===== src/rtl/vm_pkg.sv =====
// Shared vending-machine definitions: one-hot control encoding, coin values/codes, default prices.
package vm_pkg;

  localparam int unsigned NUM_STATES = 23;

  typedef logic [0:NUM_STATES-1] ctrl_t;

  typedef enum logic [4:0] {
    ST_IDLE              = 5'd0,
    ST_START_STATE       = 5'd1,
    ST_PRICE_ADMIN       = 5'd2,
    ST_PRICE_UP_JUICE0   = 5'd3,
    ST_PRICE_DOWN_JUICE0 = 5'd4,
    ST_PRICE_UP_JUICE1   = 5'd5,
    ST_PRICE_DOWN_JUICE1 = 5'd6,
    ST_MONEY_INPUT       = 5'd7,
    ST_MONEY_50UP        = 5'd8,
    ST_MONEY_100UP       = 5'd9,
    ST_MONEY_500UP       = 5'd10,
    ST_MONEY_1000UP      = 5'd11,
    ST_MONEY_JUDGE       = 5'd12,
    ST_JUICE0_OUT_READY  = 5'd13,
    ST_JUICE0_OUT_SUC    = 5'd14,
    ST_JUICE1_OUT_READY  = 5'd15,
    ST_JUICE1_OUT_SUC    = 5'd16,
    ST_MONEY_RETURN      = 5'd17,
    ST_MONEY_RETURN_1000 = 5'd18,
    ST_MONEY_RETURN_500  = 5'd19,
    ST_MONEY_RETURN_100  = 5'd20,
    ST_MONEY_RETURN_50   = 5'd21,
    ST_END               = 5'd22
  } state_e;

  // Bit 0 of the [0:22] vector is the MSB and corresponds to IDLE.
  function automatic ctrl_t onehot(state_e s);
    ctrl_t r;
    r    = '0;
    r[s] = 1'b1;
    return r;
  endfunction

  localparam ctrl_t CTRL_IDLE              = onehot(ST_IDLE);
  localparam ctrl_t CTRL_START_STATE       = onehot(ST_START_STATE);
  localparam ctrl_t CTRL_PRICE_ADMIN       = onehot(ST_PRICE_ADMIN);
  localparam ctrl_t CTRL_PRICE_UP_JUICE0   = onehot(ST_PRICE_UP_JUICE0);
  localparam ctrl_t CTRL_PRICE_DOWN_JUICE0 = onehot(ST_PRICE_DOWN_JUICE0);
  localparam ctrl_t CTRL_PRICE_UP_JUICE1   = onehot(ST_PRICE_UP_JUICE1);
  localparam ctrl_t CTRL_PRICE_DOWN_JUICE1 = onehot(ST_PRICE_DOWN_JUICE1);
  localparam ctrl_t CTRL_MONEY_INPUT       = onehot(ST_MONEY_INPUT);
  localparam ctrl_t CTRL_MONEY_50UP        = onehot(ST_MONEY_50UP);
  localparam ctrl_t CTRL_MONEY_100UP       = onehot(ST_MONEY_100UP);
  localparam ctrl_t CTRL_MONEY_500UP       = onehot(ST_MONEY_500UP);
  localparam ctrl_t CTRL_MONEY_1000UP      = onehot(ST_MONEY_1000UP);
  localparam ctrl_t CTRL_MONEY_JUDGE       = onehot(ST_MONEY_JUDGE);
  localparam ctrl_t CTRL_JUICE0_OUT_READY  = onehot(ST_JUICE0_OUT_READY);
  localparam ctrl_t CTRL_JUICE0_OUT_SUC    = onehot(ST_JUICE0_OUT_SUC);
  localparam ctrl_t CTRL_JUICE1_OUT_READY  = onehot(ST_JUICE1_OUT_READY);
  localparam ctrl_t CTRL_JUICE1_OUT_SUC    = onehot(ST_JUICE1_OUT_SUC);
  localparam ctrl_t CTRL_MONEY_RETURN      = onehot(ST_MONEY_RETURN);
  localparam ctrl_t CTRL_MONEY_RETURN_1000 = onehot(ST_MONEY_RETURN_1000);
  localparam ctrl_t CTRL_MONEY_RETURN_500  = onehot(ST_MONEY_RETURN_500);
  localparam ctrl_t CTRL_MONEY_RETURN_100  = onehot(ST_MONEY_RETURN_100);
  localparam ctrl_t CTRL_MONEY_RETURN_50   = onehot(ST_MONEY_RETURN_50);
  localparam ctrl_t CTRL_END               = onehot(ST_END);

  localparam logic [15:0] COIN_VAL_50   = 16'd50;
  localparam logic [15:0] COIN_VAL_100  = 16'd100;
  localparam logic [15:0] COIN_VAL_500  = 16'd500;
  localparam logic [15:0] COIN_VAL_1000 = 16'd1000;

  typedef enum logic [1:0] {
    CODE_50   = 2'd0,
    CODE_100  = 2'd1,
    CODE_500  = 2'd2,
    CODE_1000 = 2'd3
  } coin_code_e;

  localparam int unsigned PRICE0_DEFAULT = 500;
  localparam int unsigned PRICE1_DEFAULT = 800;

endpackage


===== src/rtl/vm_price_reg.sv =====
// One juice price register with clamped up/down stepping; a clamped request simply holds.
module vm_price_reg #(
  parameter int unsigned INIT = 500,
  parameter int unsigned STEP = 50,
  parameter int unsigned MAX  = 5000
) (
  input  logic        clk,
  input  logic        rst,
  input  logic        up,
  input  logic        down,
  output logic [0:15] price
);

  logic [16:0] raised;

  assign raised = {1'b0, price} + 17'(STEP);

  always_ff @(posedge clk) begin
    if (rst) begin
      price <= 16'(INIT);
    end else if (up) begin
      if (raised <= 17'(MAX)) price <= raised[15:0];
    end else if (down) begin
      if ({1'b0, price} >= 17'(2 * STEP)) price <= price - 16'(STEP);
    end
  end

endmodule


===== src/rtl/vending_datapath.sv =====
// Vending-machine datapath: decodes the one-hot control vector into money/price/stock/kind updates.
// Optional sales log enabled by defining VM_SALES_LOG_EN.
module vending_datapath
  import vm_pkg::*;
#(
  parameter int unsigned PRICE0_INIT = PRICE0_DEFAULT,
  parameter int unsigned PRICE1_INIT = PRICE1_DEFAULT,
  parameter int unsigned PRICE_STEP  = 50,
  parameter int unsigned PRICE_MAX   = 5000,
  parameter int unsigned MONEY_MAX   = 10000,
  parameter int unsigned STOCK_INIT  = 5
) (
  input  logic        CLK,
  input  logic        RST,
  input  logic [0:22] CTRL,
  input  logic        KIND_SEL,
  input  logic        REFILL,
  output logic [0:15] MONEY_NOW,
  output logic        KIND_NOW,
  output logic [0:2]  NUM_NOW,
  output logic [0:15] PRICE0_NOW,
  output logic [0:15] PRICE1_NOW,
  output logic        DISPENSE0,
  output logic        DISPENSE1,
  output logic        COIN_RET,
  output logic [0:1]  COIN_CODE,
  output logic        CTRL_ERR
`ifdef VM_SALES_LOG_EN
  ,
  output logic [0:15] SALES_TOTAL,
  output logic [0:7]  SALES_COUNT
`endif
);

  logic [0:2]  stock0, stock1, stock0_nxt, stock1_nxt;
  logic [0:15] money_nxt;
  logic        kind_nxt, disp0_nxt, disp1_nxt, cret_nxt, err_nxt;
  logic        up0, down0, up1, down1, sale0, sale1;
  logic [15:0] coin_in, coin_out;
  coin_code_e  code_sel, code_nxt;

  vm_price_reg #(.INIT(PRICE0_INIT), .STEP(PRICE_STEP), .MAX(PRICE_MAX)) u_price0 (
    .clk(CLK), .rst(RST), .up(up0), .down(down0), .price(PRICE0_NOW)
  );

  vm_price_reg #(.INIT(PRICE1_INIT), .STEP(PRICE_STEP), .MAX(PRICE_MAX)) u_price1 (
    .clk(CLK), .rst(RST), .up(up1), .down(down1), .price(PRICE1_NOW)
  );

  always_comb begin
    money_nxt  = MONEY_NOW;
    kind_nxt   = KIND_NOW;
    stock0_nxt = stock0;
    stock1_nxt = stock1;
    disp0_nxt  = 1'b0;
    disp1_nxt  = 1'b0;
    cret_nxt   = 1'b0;
    err_nxt    = 1'b0;
    up0 = 1'b0; down0 = 1'b0; up1 = 1'b0; down1 = 1'b0;
    sale0 = 1'b0; sale1 = 1'b0;
    coin_in  = '0;
    coin_out = '0;
    code_sel = CODE_50;
    // Zero or multi-hot vectors fall to default and only raise the error pulse.
    case (CTRL)
      CTRL_IDLE: if (REFILL) begin
        stock0_nxt = 3'(STOCK_INIT);
        stock1_nxt = 3'(STOCK_INIT);
      end
      CTRL_START_STATE, CTRL_PRICE_ADMIN, CTRL_MONEY_INPUT: kind_nxt = KIND_SEL;
      CTRL_PRICE_UP_JUICE0:   up0   = 1'b1;
      CTRL_PRICE_DOWN_JUICE0: down0 = 1'b1;
      CTRL_PRICE_UP_JUICE1:   up1   = 1'b1;
      CTRL_PRICE_DOWN_JUICE1: down1 = 1'b1;
      CTRL_MONEY_50UP:   coin_in = COIN_VAL_50;
      CTRL_MONEY_100UP:  coin_in = COIN_VAL_100;
      CTRL_MONEY_500UP:  coin_in = COIN_VAL_500;
      CTRL_MONEY_1000UP: coin_in = COIN_VAL_1000;
      CTRL_MONEY_JUDGE, CTRL_MONEY_RETURN: ;
      CTRL_JUICE0_OUT_READY:
        if (stock0 != 3'd0 && MONEY_NOW >= PRICE0_NOW) begin
          money_nxt  = MONEY_NOW - PRICE0_NOW;
          stock0_nxt = stock0 - 3'd1;
          sale0      = 1'b1;
        end else err_nxt = 1'b1;
      CTRL_JUICE1_OUT_READY:
        if (stock1 != 3'd0 && MONEY_NOW >= PRICE1_NOW) begin
          money_nxt  = MONEY_NOW - PRICE1_NOW;
          stock1_nxt = stock1 - 3'd1;
          sale1      = 1'b1;
        end else err_nxt = 1'b1;
      CTRL_JUICE0_OUT_SUC: disp0_nxt = 1'b1;
      CTRL_JUICE1_OUT_SUC: disp1_nxt = 1'b1;
      CTRL_MONEY_RETURN_1000: begin coin_out = COIN_VAL_1000; code_sel = CODE_1000; end
      CTRL_MONEY_RETURN_500:  begin coin_out = COIN_VAL_500;  code_sel = CODE_500;  end
      CTRL_MONEY_RETURN_100:  begin coin_out = COIN_VAL_100;  code_sel = CODE_100;  end
      CTRL_MONEY_RETURN_50:   begin coin_out = COIN_VAL_50;   code_sel = CODE_50;   end
      CTRL_END: money_nxt = '0;
      default: err_nxt = 1'b1;
    endcase
    if (coin_in != '0) begin
      if ({1'b0, MONEY_NOW} + {1'b0, coin_in} <= 17'(MONEY_MAX)) money_nxt = MONEY_NOW + coin_in;
      else err_nxt = 1'b1;
    end
    if (coin_out != '0) begin
      if (MONEY_NOW >= coin_out) begin
        money_nxt = MONEY_NOW - coin_out;
        cret_nxt  = 1'b1;
      end else err_nxt = 1'b1;
    end
    code_nxt = cret_nxt ? code_sel : CODE_50;
  end

  always_ff @(posedge CLK) begin
    if (RST) begin
      MONEY_NOW <= '0;
      KIND_NOW  <= 1'b0;
      stock0    <= 3'(STOCK_INIT);
      stock1    <= 3'(STOCK_INIT);
      DISPENSE0 <= 1'b0;
      DISPENSE1 <= 1'b0;
      COIN_RET  <= 1'b0;
      COIN_CODE <= CODE_50;
      CTRL_ERR  <= 1'b0;
    end else begin
      MONEY_NOW <= money_nxt;
      KIND_NOW  <= kind_nxt;
      stock0    <= stock0_nxt;
      stock1    <= stock1_nxt;
      DISPENSE0 <= disp0_nxt;
      DISPENSE1 <= disp1_nxt;
      COIN_RET  <= cret_nxt;
      COIN_CODE <= code_nxt;
      CTRL_ERR  <= err_nxt;
    end
  end

  assign NUM_NOW = KIND_NOW ? stock1 : stock0;

`ifdef VM_SALES_LOG_EN
  logic [15:0] sale_price;
  logic [16:0] total_sum;

  assign sale_price = sale1 ? PRICE1_NOW : PRICE0_NOW;
  assign total_sum  = {1'b0, SALES_TOTAL} + {1'b0, sale_price};

  always_ff @(posedge CLK) begin
    if (RST) begin
      SALES_TOTAL <= '0;
      SALES_COUNT <= '0;
    end else if (sale0 || sale1) begin
      SALES_TOTAL <= total_sum[16] ? '1 : total_sum[15:0];
      SALES_COUNT <= SALES_COUNT + 8'd1;
    end
  end
`else
  logic unused_sale;
  assign unused_sale = sale0 ^ sale1;
`endif

endmodule


===== config.mk =====
export PLATFORM = sky130hd
export DESIGN_NAME = vending_datapath
export DESIGN_NICKNAME = d
export VERILOG_FILES = /design/src/rtl/vm_pkg.sv /design/src/rtl/vm_price_reg.sv /design/src/rtl/vending_datapath.sv
export SDC_FILE = /design/constraint.sdc
export NUM_CORES = 1
export LEC_CHECK = 0
export ABC_AREA = 1
export CORE_MARGIN = 2
export CORE_UTILIZATION = 50
export CTS_CLUSTER_DIAMETER = 50
export DETAILED_ROUTE_END_ITERATION = 10
export PLACE_DENSITY_LB_ADDON = 0.05
export SYNTH_ARGS = -nofsm -noshare
export SYNTH_HDL_FRONTEND = slang
export SYNTH_SLANG_ARGS = --single-unit

===== constraint.sdc =====
create_clock -name CLK -period 4.4 [get_ports CLK]
set_clock_uncertainty 0.15 [all_clocks]
set_input_delay 0.88 -clock CLK [delete_from_list [all_inputs] [get_ports CLK]]
set_output_delay 0.88 -clock CLK [all_outputs]
set_load 0.01 [all_outputs]

Word-level counts from Yosys, hierarchy flattened
Index checks and enable logic that the tools add are counted.
- register bits after elaboration: 61
- latch bits: 0
- bits in writable memories: 0
- bits in read-only memories: 0
- input port bits: 27
- output and inout port bits: 58
- memories kept: 0
- add/sub/neg operators: 11
- multipliers: 0
- divide/modulo/power cells: 0
- order comparisons: 8
- eq/ne operators: 28
- shift-type cells: 0
- multiplexer cells: 39
- bitwise gates (word level): 1
- reduce and logical (&&, ||, !) cells: 19
- operators by type and width (operator ; number):
    $mux W16 ; 14
    $pmux W10 S4 ; 2
    $ge A16 B16 Y1 ; 3
    $pmux W16 S3 ; 1
    $sub A16 B16 Y16 ; 3
    $add A16 B6 Y17 const B ; 2
    $le A17 B13 Y1 const B ; 2
    $ge A16 B7 Y1 const B ; 2
    $reduce_bool A16 Y1 ; 2
    $sub A16 B6 Y16 const B ; 2
    $eq A23 B1 Y1 const B ; 1
    $eq A23 B10 Y1 const B ; 1
    $eq A23 B11 Y1 const B ; 1
    $eq A23 B12 Y1 const B ; 1
    $eq A23 B13 Y1 const B ; 1
    $eq A23 B14 Y1 const B ; 1
    $eq A23 B15 Y1 const B ; 1
    $eq A23 B16 Y1 const B ; 1
    $eq A23 B17 Y1 const B ; 1
    $eq A23 B18 Y1 const B ; 1
    $eq A23 B19 Y1 const B ; 1
    $eq A23 B2 Y1 const B ; 1
    $eq A23 B20 Y1 const B ; 1
    $eq A23 B21 Y1 const B ; 1
    27 further kinds ; 59

Depth between registers and ports, before layout
Gate-level depths: netlist of the first run.
- depth after elaboration: 8
- depth in mapped cells: 28

Hierarchy
Synthesis of the first run repeated with hierarchy kept, for this count alone.
- cell total of the unflattened synthesis: 1534
- area total of the unflattened synthesis: 8742.1 um2
- by module, submodules not included (module ; instances ; cells each ; area each (um2) ; seq. area each (um2)):
    vending_datapath ; 1 ; 1011 ; 5693.0 ; 580.6
    vm_price_reg at u_price1 ; 1 ; 263 ; 1554.0 ; 300.3
    vm_price_reg at u_price0 ; 1 ; 260 ; 1495.2 ; 300.3

Worst setup path before layout of the first run
No wires, ideal clock.
- path kind: input to register
- start point: input CTRL[6] in the netlist's numbering
- end point: register CTRL_ERR
- library setup time: 0.110 ns
- data arrival time: 3.449 ns
- required time: 4.140 ns
- path slack: 0.691 ns
- cell stages on the path: 25
- buffers on the path: 2
- cell sequence: nor2_2 nand2_2 nor2_8 nand2_4 nor2_4 nand4_2 inv_1 ha_1 buf_2 nand2_1 nand2_1 nand2_1 nand2_1 nand2_1 nand3_1 nand2_1 xor2_1 nand3_4 nor2_8 nand2_4 buf_6 nand2_1 nand4_1 nand2_1 inv_1
- cells in the longest elaborated chain, start to end: 8
- elaborated cells between the ends (all ways): 36
- those cells by class: add/sub: 1; order compare: 2; eq/ne: 23; mux: 7; reduce/logical: 3
- ends and longest elaborated chain (element ; line ; text):
    start: declaration ; vending_datapath.sv:15 ; input logic [0:22] CTRL,
    $eq A23 B12 Y1 (tied with other cells) ; vending_datapath.sv:65 ; case (CTRL)
    $pmux W10 S4 ; vending_datapath.sv:65 ;
    $add A16 B16 Y17 ; vending_datapath.sv:102 ; if ({1'b0, MONEY_NOW} + {1'b0, coin_in} <= 17'(MONEY_MAX)) money_nxt = MONEY_NOW + coin_in;
    $le A17 B14 Y1 ; vending_datapath.sv:102 ;
    $mux W1 ; vending_datapath.sv:102 ;
    $mux W1 ; vending_datapath.sv:101 ; if (coin_in != '0) begin
    $mux W1 ; vending_datapath.sv:106 ; if (MONEY_NOW >= coin_out) begin
    $mux W1 * ; vending_datapath.sv:105 ; if (coin_out != '0) begin
    end signal: assignment ; vending_datapath.sv:134 ; CTRL_ERR <= err_nxt;
    end: declaration ; vending_datapath.sv:27 ; output logic CTRL_ERR
Mark *: on every way between the ends. The rest lies on a longest branch, timed or not.
A chain may end at the register's enable or synchronous reset.

Final worst setup path of the first run
- start point: input CTRL[14] in the netlist's numbering
- end point: register MONEY_NOW[7] in the netlist's numbering
- cells in the longest elaborated chain, start to end: 8
- elaborated cells between the ends (all ways): 25
- those cells by class: add/sub: 3; order compare: 2; eq/ne: 11; mux: 7; reduce/logical: 2
- ends and longest elaborated chain (element ; line ; text):
    $eq A23 B12 Y1 (tied with other cells) ; vending_datapath.sv:65 ;
    $pmux W10 S4 ; vending_datapath.sv:65 ;
    $add A16 B16 Y17 ; vending_datapath.sv:102 ;
    $le A17 B14 Y1 ; vending_datapath.sv:102 ;
    $mux W16 ; vending_datapath.sv:102 ;
    $mux W16 ; vending_datapath.sv:101 ;
    $mux W16 ; vending_datapath.sv:106 ;
    $mux W16 * ; vending_datapath.sv:105 ;
    end signal: assignment ; vending_datapath.sv:126 ; MONEY_NOW <= money_nxt;
    end: declaration ; vending_datapath.sv:18 ; output logic [0:15] MONEY_NOW,
Marked as above.

==> metrics, run 1 <==
most common cell after layout, fill and taps aside=nand2_1; area of the mapped netlist=~0.0078 mm²; commonest cells after routing, fill and taps aside=nand2_1 (367), inv_1 (178), nand3_1 (137), nor2_1 (126), clkdlybuf4s50_1 (82); DR vias/cell=5.43; FF-to-FF End=MONEY_NOW[13]$_SDFF_PP0_; flops & latches, synth=59; Iteration-0 DRC Markers=808; Die ar.=~0.017 mm²; r2r worst-path depth=15; CP endpoint=MONEY_NOW[7]$_SDFF_PP0_; Async SR Flop Fraction=0%; GR Layer Usage met1=roughly 45%; outcome=finished clean; CORE AREA=roughly 0.015 mm²; type of origin of the critical path=primary input; Detail Placement HPWL=roughly 20000 µm; most used cell, CP=nand2_1; final hold violation count=0; number of flops mapped to enable cells by yosys=0; 1st-pass router iterations=5; wire per inst=15.4 µm; Setup Crit Path Kind=primary input to flip-flop; die height=129 µm; initial antenna violation count=0; # IOs=85; Peak Freq=roughly 0.24 GHz; Final Setup Violations=0; Rel. slew slack=~45%; fin cells=1689; Synth Area in Compound Gates=12.5%; peak supply drop=0.000159 V; root buf cell=clkbuf_16; Vias=9163; worst stage delay on the critical path=between 400 and 500 ps; CTS sink cnt=59; Num CTS Buffers=9; global-route wire length before repair=41500 µm; Slew @ Worst Pin=just over 800 ps; Die W=129 µm; Final GP Congestion=0.958; Initial Utilization=about half; Yosys cell types=55; row cnt=45; GR peak layer=met2; Port-buffer cells=82; WP data required=4520 ps; average size of a mapped cell=around 5.9 µm²; Ys Warns=0; worst hold slack=324 ps; share of post-route cells with drive strength above 1=under 10%; Slew Limit Fails=0; Critical Path AT=4270 ps; part of the Yosys area used for sequential elements=15.1%; maximum clock insertion buffer count=2; residual DRC count=0; HP Class=flip-flop to flip-flop; GRT overflow=0; ant diodes=0; Post-DRT Antenna Nets=0; placed cell count=approximately 1700; Final nets=between 1500 and 2000; clk_lat worst skew=340 ps; final wirelength=26100 µm; Tcrit/Tclk final=94.3%; combinational family with the most area after synthesis=simple AND/OR/NAND/NOR gates; worst reg2reg path startpoint=u_price0.price[11]$_SDFFE_PP1P_; multiplexer share of the synthesized area=0.143%; CTS tree=yes; pin count of the biggest net entering global routing=21; adder-cell share of the synthesized area=about a tenth; Crit. End Element=flip-flop; final critical-path required period=4150 ps; grt met3 use=6.15%; critical path's slowest cell=clkdlybuf4s50_1; reg2reg setup slack=1160 ps; max cap viols=0; main flop type after synthesis=dfxtp_1; simple-gate share of the synthesized area=between 40% and 50%; Area growth syn-to-layout=22.7%; met2 usage=between 40% and 50%; Leak=approximately 5 nW; crit path max fanout=7; Pwr Density=135 mW/mm²; Clk pin slew, worst setup/hold paths=50 ps; Util after Layout=63.1%; H-tree depth=3; Post-Synth XOR/XNOR Area=about 7.4%; vias in the first global route=8225; gr usage total=a little under a third; Post-Synthesis Cells=1336; CP Launch Point=CTRL[14]
[worst max-delay path, delay by kind of cell]
kind	cells	cell delay, ps
AOI/OAI and AO/OA	1	110
xor gates and xnor gates	1	280
adders and majority gates	2	380
and+or+nand+nor	15	1580
buffers and inverters	6	1030
[area by class of cell]
type,count,area [µm²]
clock buffer,13,270
clock inverter,2,10.0
fill,1519,5630
inverter,196,741
multi-input combinational,1062,5850
sequential,59,1180
tap,211,264
timing repair buffer,146,1310
[what timing repair did]
item | 4_1_cts | 5_1_grt
endpoints found under the hold margin | 0 | 0
setup buffers | 0 | 7
endpoints found under the setup margin | 0 | 14
resized for setup | 0 | 9
hold buffers | 0 | 0
[worst min-delay path by stage]
stage | startpoint | to | slack, ps | cells past startpoint
floorplan | stock0[2]$_SDFFE_PP1P_ | stock0[2]$_SDFFE_PP1P_ | 300 | 1
global placement | stock0[2]$_SDFFE_PP1P_ | stock0[2]$_SDFFE_PP1P_ | 320 | 1
detailed placement | stock0[2]$_SDFFE_PP1P_ | stock0[2]$_SDFFE_PP1P_ | 320 | 1
CTS | stock0[2]$_SDFFE_PP1P_ | stock0[2]$_SDFFE_PP1P_ | 330 | 1
global route | stock0[2]$_SDFFE_PP1P_ | stock0[2]$_SDFFE_PP1P_ | 340 | 1
finish | stock0[0]$_SDFFE_PP1P_ | stock0[0]$_SDFFE_PP1P_ | 320 | 2
[cell usage after synthesis (6+ instances only)]
| cell | number | area (µm²) |
|---|---|---|
| nor4_1 | 9 | 56.3 |
| dfxtp_1 | 59 | 1180 |
| nor2_2 | 7 | 43.8 |
| nand2_1 | 367 | 1380 |
| o21ai_0 | 54 | 270 |
| nand4_1 | 27 | 169 |
| nor2_1 | 128 | 480 |
| xor2_1 | 54 | 473 |
| o211ai_1 | 8 | 60.1 |
| nor3_1 | 33 | 165 |
| nand2_2 | 9 | 56.3 |
| nand3_2 | 6 | 60.1 |
| inv_2 | 11 | 41.3 |
| nand3b_1 | 8 | 60.1 |
| a21oi_1 | 76 | 380 |
| clkbuf_1 | 7 | 26.3 |
| ha_1 | 58 | 726 |
| inv_1 | 179 | 672 |
| nand3_1 | 137 | 686 |
| xnor2_1 | 12 | 105 |
| o21ai_1 | 12 | 60.1 |
[metal layers]
metal  part of all wire (%)  wire length (µm)  vias to the layer above
li1                       -                 -                     4635
met2                     43             11200                      374
met1                     46             12000                     4109
met4                    2.4               625                        0
met5                      0                 0                        -
met3                    8.4              2200                       45
[state kept, by name (all words and copies together) (netlist names)]
signal and cells:
COIN_RET 1, CTRL_ERR 1, DISPENSE1 1, u_price1.price 15, MONEY_NOW 16, stock0 3, stock1 3, u_price0.price 15
COIN_CODE 2, KIND_NOW 1, DISPENSE0 1
[metrics by stage]
| step | setup WS, ps | power, W | setup TNS [ps] | cell area (µm²) |
|---|---|---|---|---|
| floorplan | 691 | 0.000579 | 0 | 7850 |
| global placement | -68.3 | 0.000629 | -220 | 9250 |
| detailed placement | -86.4 | 0.000629 | -417 | 9250 |
| CTS | 261 | 0.00131 | 0 | 9530 |
| global route | -22.3 | 0.00134 | -42.3 | 9630 |
| finish | 249 | 0.00130 | 0 | 9630 |
[where the power goes]
| part | switching, W | internal [W] | leakage (nW) |
|---|---|---|---|
| logic | 0.0000437 | 0.0000412 | 4.37 |
| clock network | 0.000256 | 0.000422 | 0.141 |
| registers | 0.0000000899 | 0.000535 | 0.476 |
| total | 0.000300 | 0.000998 | 4.99 |
[kinds of logic (layout without fill, tap and decap cells)]
kind of cell | after synthesis | after routing
simple gates | 753 | 753
buf+inv | 216 | 357
compound gates | 178 | 178
xor+xnor | 66 | 66
fa+ha+maj | 62 | 62
flops | 59 | 59
other cells | 1 | 2
mux | 1 | 1
(Power assumes the default switching activity.)
==> run 2, diff against run 1 <==
Settings changed: CTS_BUF_LIST from default to sky130_fd_sc_hd__clkbuf_2 sky130_fd_sc_hd__clkbuf_4 sky130_fd_sc_hd__clkbuf_8.
Clock period 4.4 ns to 4.15 ns, I/O delays scaled along.
==> run 2 against run 1 <==
Net effect: via count increased by 2.3%; clock power decreased by 13%; non-clock buffer count up 57; die area did not move; critical endpoint is now MONEY_NOW[14]$_SDFF_PP0_; final cell count up 3.4%; design area up 4.9%; worst hold slack better by 13 ps; core utilization is 3.1 points higher.
==> metrics, run 2 (synthesis gave the netlist of run 1 again) <==
Initial Utilization=51.4% (unchanged); critical path depth=25 (unchanged); Port-buffer cells=82 (unchanged); global-route wire length before repair=42300 µm (was 41500 µm); area of the multi-input gates=0.00594 mm² (was 0.00585 mm²); residual DRC count=0 (unchanged); # IOs=85 (unchanged); CTS sink cnt=59 (unchanged); Die W=129 µm (unchanged); initial antenna violation count=0 (unchanged); Num CTS Buffers=9 (unchanged); die height=129 µm (unchanged); hold-fix buffers at CTS=0 (unchanged); gr usage total=31.9% (was 31.5%); share of post-route cells with drive strength above 1=13.7% (was 9.34%); Post-DRT Antenna Nets=0 (unchanged); peak supply drop=0.000116 V (was 0.000159 V); Util after Layout=66.2% (was 63.1%); Pwr Density=124 mW/mm² (was 135 mW/mm²); Critical Path AT=4050 ps (was 4270 ps); Final GP Congestion=0.970 (was 0.958); type of origin of the critical path=primary input (unchanged); maximum clock insertion buffer count=2 (unchanged); DR vias/cell=5.37 (was 5.43); Detail Placement HPWL=20900 µm (was 20500 µm); HP Class=flip-flop to flip-flop (unchanged); Filler Cell Count=1506 (was 1519); worst stage delay on the critical path=440 ps (was 480 ps); most common cell after layout, fill and taps aside=nand2_1 (unchanged); CP Launch Point=CTRL[5] (was CTRL[14]); Placed Area=0.00972 mm² (was 0.00925 mm²); Slew @ Worst Pin=824 ps (was 818 ps); crit path max fanout=17 (was 7); FF-to-FF End=MONEY_NOW[9]$_SDFF_PP0_ (was MONEY_NOW[13]$_SDFF_PP0_); fin cells=1747 (was 1689); setup TNS=0 ps (unchanged); Leak=5.23 nW (was 4.99 nW); final wirelength=26400 µm (was 26100 µm); Area growth syn-to-layout=28.7% (was 22.7%); reg2reg setup slack=890 ps (was 1160 ps); Biggest register=MONEY_NOW (unchanged); Final nets=1620 (was 1563); vias in the first global route=8533 (was 8225); Final Setup Violations=0 (unchanged); max cap viols=0 (unchanged); final critical-path required period=3940 ps; Power Total=0.00126 W (was 0.00130 W); row cnt=45 (unchanged); Setup Crit Path Kind=primary input to flip-flop (unchanged); register area=0.00118 mm² (unchanged); Die ar.=0.0167 mm² (unchanged); GRT overflow=0 (unchanged); placed cell count=1726 (was 1667); Rel. slew slack=44.9% (was 45.4%); wire per inst=15.1 µm (was 15.4 µm); Peak Freq=0.254 GHz; CP endpoint=MONEY_NOW[14]$_SDFF_PP0_ (was MONEY_NOW[7]$_SDFF_PP0_); pin count of the biggest net entering global routing=34 (was 21); Vias=9376 (was 9163); worst reg2reg path startpoint=MONEY_NOW[6]$_SDFF_PP0_ (was u_price0.price[11]$_SDFFE_PP1P_); CTS tree=yes (unchanged); Final Cell Area=0.0101 mm² (was 0.00963 mm²); CORE AREA=0.0153 mm² (unchanged); clk_lat worst skew=390 ps (was 340 ps); Slew Limit Fails=0 (unchanged); most used cell, CP=nand2_1 (unchanged); outcome=finished clean (unchanged); Clk pin slew, worst setup/hold paths=70 ps (was 50 ps); Tcrit/Tclk final=94.8%; WP data required=4270 ps (was 4520 ps); top flop regs=MONEY_NOW x16, u_price0.price x15, u_price1.price x15 (unchanged); H-tree depth=3 (unchanged); Worst Path Buf+Inv=3 (was 6); Crit. End Element=flip-flop (unchanged); ant diodes=0 (unchanged); 1st-pass router iterations=7 (was 5); root buf cell=clkbuf_8 (was clkbuf_16); commonest cells after routing, fill and taps aside=nand2_1 (365), inv_1 (176), nand3_1 (136), nor2_1 (123), buf_4 (118) (was nand2_1 (367), inv_1 (178), nand3_1 (137), nor2_1 (126), clkdlybuf4s50_1 (82)); r2r worst-path depth=12 (was 15); max reg flops=16 (unchanged); Iteration-0 DRC Markers=810 (was 808); critical path's slowest cell=clkdlybuf4s50_1 (unchanged); final hold violation count=0 (unchanged); CP top delay family=simple AND/OR/NAND/NOR gates (unchanged)
## run 2: cell types whose count changed in the layout (fill, tap and decap cells not counted), sizes merged
cell / before / now
clkbuf: 13 / 12
buf: 64 / 121
clkinv: 6 / 7
bufinv: 0 / 1
## run 2: worst reg2reg max path, stage by stage (launching register included)
cell and delay [ps]:
dfxtp_1 700, ha_1 380, a21oi_1 310, o21ai_0 180
a21oi_1 210, nand3_2 210, nand2_1 290, nand2_1 180
nand3_2 230, nand2_1 80, nand3b_1 120, nand2_1 70
a21oi_1 110
## run 2: layer usage
| layer | part of all wire [%] | wire length (µm) | global-route usage, % | vias to the layer above |
|---|---|---|---|---|
| li1 | - | - | - | 4768 |
| met4 | 2.1 | 560 | 9.46 | 0 |
| met1 | 46 | 12200 | 44.9 | 4192 |
| met2 | 43 | 11300 | 50.1 | 371 |
| met5 | 0 | 0 | 0 | - |
| met3 | 8.8 | 2330 | 5.53 | 45 |
## run 2: through the flow
| stage | setup WS (ps) | hold WS, ps |
|---|---|---|
| 6_report | 215 | 337 |
| 5_1_grt | -41.7 | 374 |
| 4_1_cts | 90.4 | 338 |
| 3_5_place_dp | -288 | 326 |
| 3_3_place_gp | -212 | 315 |
| 2_1_floorplan | 491 | 296 |
## run 2: worst min path at each step
stage / from / end / slack, ps / cells past startpoint
final: stock0[0]$_SDFFE_PP1P_ / stock0[0]$_SDFFE_PP1P_ / 340 / 2
after global routing: stock0[2]$_SDFFE_PP1P_ / stock0[2]$_SDFFE_PP1P_ / 370 / 1
after CTS: stock1[1]$_SDFFE_PP0P_ / stock1[1]$_SDFFE_PP0P_ / 340 / 2
after detailed placement: stock0[2]$_SDFFE_PP1P_ / stock0[2]$_SDFFE_PP1P_ / 330 / 1
after global placement: stock0[2]$_SDFFE_PP1P_ / stock0[2]$_SDFFE_PP1P_ / 310 / 1
after floorplan: stock0[2]$_SDFFE_PP1P_ / stock0[2]$_SDFFE_PP1P_ / 300 / 1
## run 2: repair_timing
item / CTS / global route
endpoints found under the hold margin: 0 / 0
buffers inserted: 0 / 5
gates resized for setup: 0 / 29
endpoints found under the setup margin: 0 / 15
## run 2: layout make-up
class	instances	share of cell area (%)
Clock buffer	12	1.57
Clock inverter	4	0.483
Inverter	196	7.34
Multi-Input combinational cell	1062	58.9
Sequential cell	59	11.7
Tap cell	211	2.61
Timing Repair Buffer	203	17.4
## run 2: where the power goes
part           switching (W)  internal, W  leakage, nW
Combinational      0.0000489    0.0000509         4.64
Sequential       0.000000402     0.000566        0.476
Clock               0.000274     0.000316        0.110
Total               0.000323     0.000933         5.23
==> run 3, diff against run 2 <==
Settings changed: CORE_MARGIN 2 to default.
==> run 3 against run 2 <==
Net effect: clock-buffer cell count shrank 2; clock power shrank 6.3%; largest cell class unchanged; critical path depth shrank 2; design area shrank 0.21%; via count grew 0.34%; worst hold slack lost 7.3 ps; sequential power is essentially flat; final cell count shrank 0.29%; sequential share of layout area is essentially flat; power shrank 2.9%; register-to-register slack lost 100 ps; setup slack lost 37 ps.
==> metrics, run 3 (synthesis gave the netlist of run 1 again) <==
final hold violation count=0 (unchanged); GRT overflow=0 (unchanged); maximum clock insertion buffer count=2 (unchanged); Tcrit/Tclk final=95.7% (was 94.8%); commonest cells after routing, fill and taps aside=nand2_1 (361), inv_1 (178), nand3_1 (136), nor2_1 (120), buf_4 (113) (was nand2_1 (365), inv_1 (176), nand3_1 (136), nor2_1 (123), buf_4 (118)); # IOs=85 (unchanged); hold-fix buffers at CTS=0 (unchanged); Final GP Congestion=0.968 (was 0.970); share of post-route cells with drive strength above 1=13.7% (about the same); H-tree depth=3 (unchanged); register area=0.00118 mm² (unchanged); grt met3 use=4.94% (was 5.53%); setup TNS=0 ps (unchanged); die height=127 µm (was 129 µm); CTS sink cnt=59 (unchanged); area of the multi-input gates=0.00597 mm² (was 0.00594 mm²); wire per inst=15.3 µm (was 15.1 µm); root buf cell=clkbuf_8 (unchanged); outcome=finished clean (unchanged); Vias=9408 (was 9376); GR peak layer=met2 (unchanged); most common cell after layout, fill and taps aside=nand2_1 (unchanged); Final nets=1615 (was 1620); Clk pin slew, worst setup/hold paths=70 ps (about the same); DR vias/cell=5.40 (was 5.37); Crit. End Element=flip-flop (unchanged); type of origin of the critical path=primary input (unchanged); max reg flops=16 (unchanged); met2 usage=51.5% (was 50.1%); clk_lat worst skew=380 ps (was 390 ps); Final Setup Violations=0 (unchanged); 1st-pass router iterations=6 (was 7); top flop regs=MONEY_NOW x16, u_price0.price x15, u_price1.price x15 (unchanged); final critical-path required period=3970 ps (was 3940 ps); global-route wire length before repair=42200 µm (was 42300 µm); CTS tree=yes (unchanged); vias in the first global route=8479 (was 8533); row cnt=45 (unchanged); crit path max fanout=7 (was 17); ant diodes=0 (unchanged); GR Layer Usage met1=46.4% (was 44.9%); HP Class=flip-flop to flip-flop (unchanged); Detail Placement HPWL=20900 µm (about the same); worst slack at placement=-235 ps (was -288 ps); Port-buffer cells=82 (unchanged); Area growth syn-to-layout=28.4% (was 28.7%); Filler Cell Count=1498 (was 1506); Biggest register=MONEY_NOW (unchanged); Leak=5.33 nW (was 5.23 nW); Die W=127 µm (was 129 µm); Slew @ Worst Pin=720 ps (was 824 ps); Critical Path AT=4100 ps (was 4050 ps); Initial Utilization=51.4% (unchanged); Power Total=0.00122 W (was 0.00126 W); Setup Crit Path Kind=primary input to flip-flop (unchanged); CORE AREA=0.0153 mm² (unchanged); initial antenna violation count=0 (unchanged); Slew Limit Fails=0 (unchanged); residual DRC count=0 (unchanged); final wirelength=26600 µm (was 26400 µm); Die ar.=0.0162 mm² (was 0.0167 mm²); pin count of the biggest net entering global routing=21 (was 34); Num CTS Buffers=9 (unchanged); Iteration-0 DRC Markers=886 (was 810); Pwr Density=121 mW/mm² (was 124 mW/mm²); worst setup margin=177 ps (was 215 ps); Rel. slew slack=51.6% (was 44.9%); gr usage total=32.8% (was 31.9%); peak supply drop=0.000115 V (was 0.000116 V); WP data required=4270 ps (about the same); max cap viols=0 (unchanged); Post-DRT Antenna Nets=0 (unchanged); Peak Freq=0.252 GHz (was 0.254 GHz)
-- run 3: per-stage QoR --
| step | util (%) | instances | instance area (µm²) | hold slack [ps] |
|---|---|---|---|---|
| 6_report | 66.0 | 1742 | 10100 | 330 |
| 5_1_grt | 66.0 | 1742 | 10100 | 342 |
| 4_1_cts | 64.5 | 1737 | 9850 | 333 |
| 3_5_place_dp | 63.3 | 1721 | 9650 | 325 |
| 3_3_place_gp | 63.3 | 1721 | 9650 | 316 |
| 2_1_floorplan | - | 1337 | 7850 | 296 |
-- run 3: area by class of cell --
| type | count | share of cell area (%) |
|---|---|---|
| multi-input cells | 1063 | 59.2 |
| repair buffers | 197 | 17.2 |
| flip-flops and latches | 59 | 11.7 |
| inverters | 196 | 7.35 |
| well taps | 211 | 2.62 |
| clock buffers | 10 | 1.37 |
| clock inverters | 6 | 0.546 |
-- run 3: power by group --
group	switching, W	internal (W)	leakage, nW
clock network	0.000264	0.000288	0.106
registers	0.000000392	0.000566	0.476
logic	0.0000508	0.0000496	4.75
total	0.000315	0.000904	5.33
-- run 3: repair_timing --
item                       4_1_cts  5_1_grt
buffers inserted                 0        4
setup endpoints to repair        0       16
resized for setup                0       47
-- run 3: path summary, 6_finish.rpt --
| check | cells after the start | slack (ps) | endpoint | from |
|---|---|---|---|---|
| worst max-delay path | 23 | 180 | MONEY_NOW[12]$_SDFF_PP0_ | CTRL[17] |
| worst min-delay path | 2 | 330 | stock0[0]$_SDFFE_PP1P_ | stock0[0]$_SDFFE_PP1P_ |
| worst max register to register | 12 | 790 | MONEY_NOW[1]$_SDFF_PP0_ | MONEY_NOW[6]$_SDFF_PP0_ |
| worst min register to register | 2 | 330 | stock0[0]$_SDFFE_PP1P_ | stock0[0]$_SDFFE_PP1P_ |
-- run 3: critical path: stages --
cell and delay [ps]:
clkdlybuf4s50_1 440, nor2_2 140, nand2_2 100, buf_4 150, inv_1 120, nand2_2 100, inv_2 80, nand3_1 180
inv_1 150, nor2_1 70, ha_1 350, nand2_1 110, nor4_1 290, nand3_1 110, nand4_1 130, nor2_2 90
nor2_8 110, inv_4 70, buf_4 160, o21ai_1 130, inv_1 70, nand2_1 70, inv_1 40
-- run 3: layer usage --
layer	wire (µm)	vias up
met5	0	-
met3	2200	40
met2	11700	377
li1	-	4749
met1	12300	4242
met4	466	0
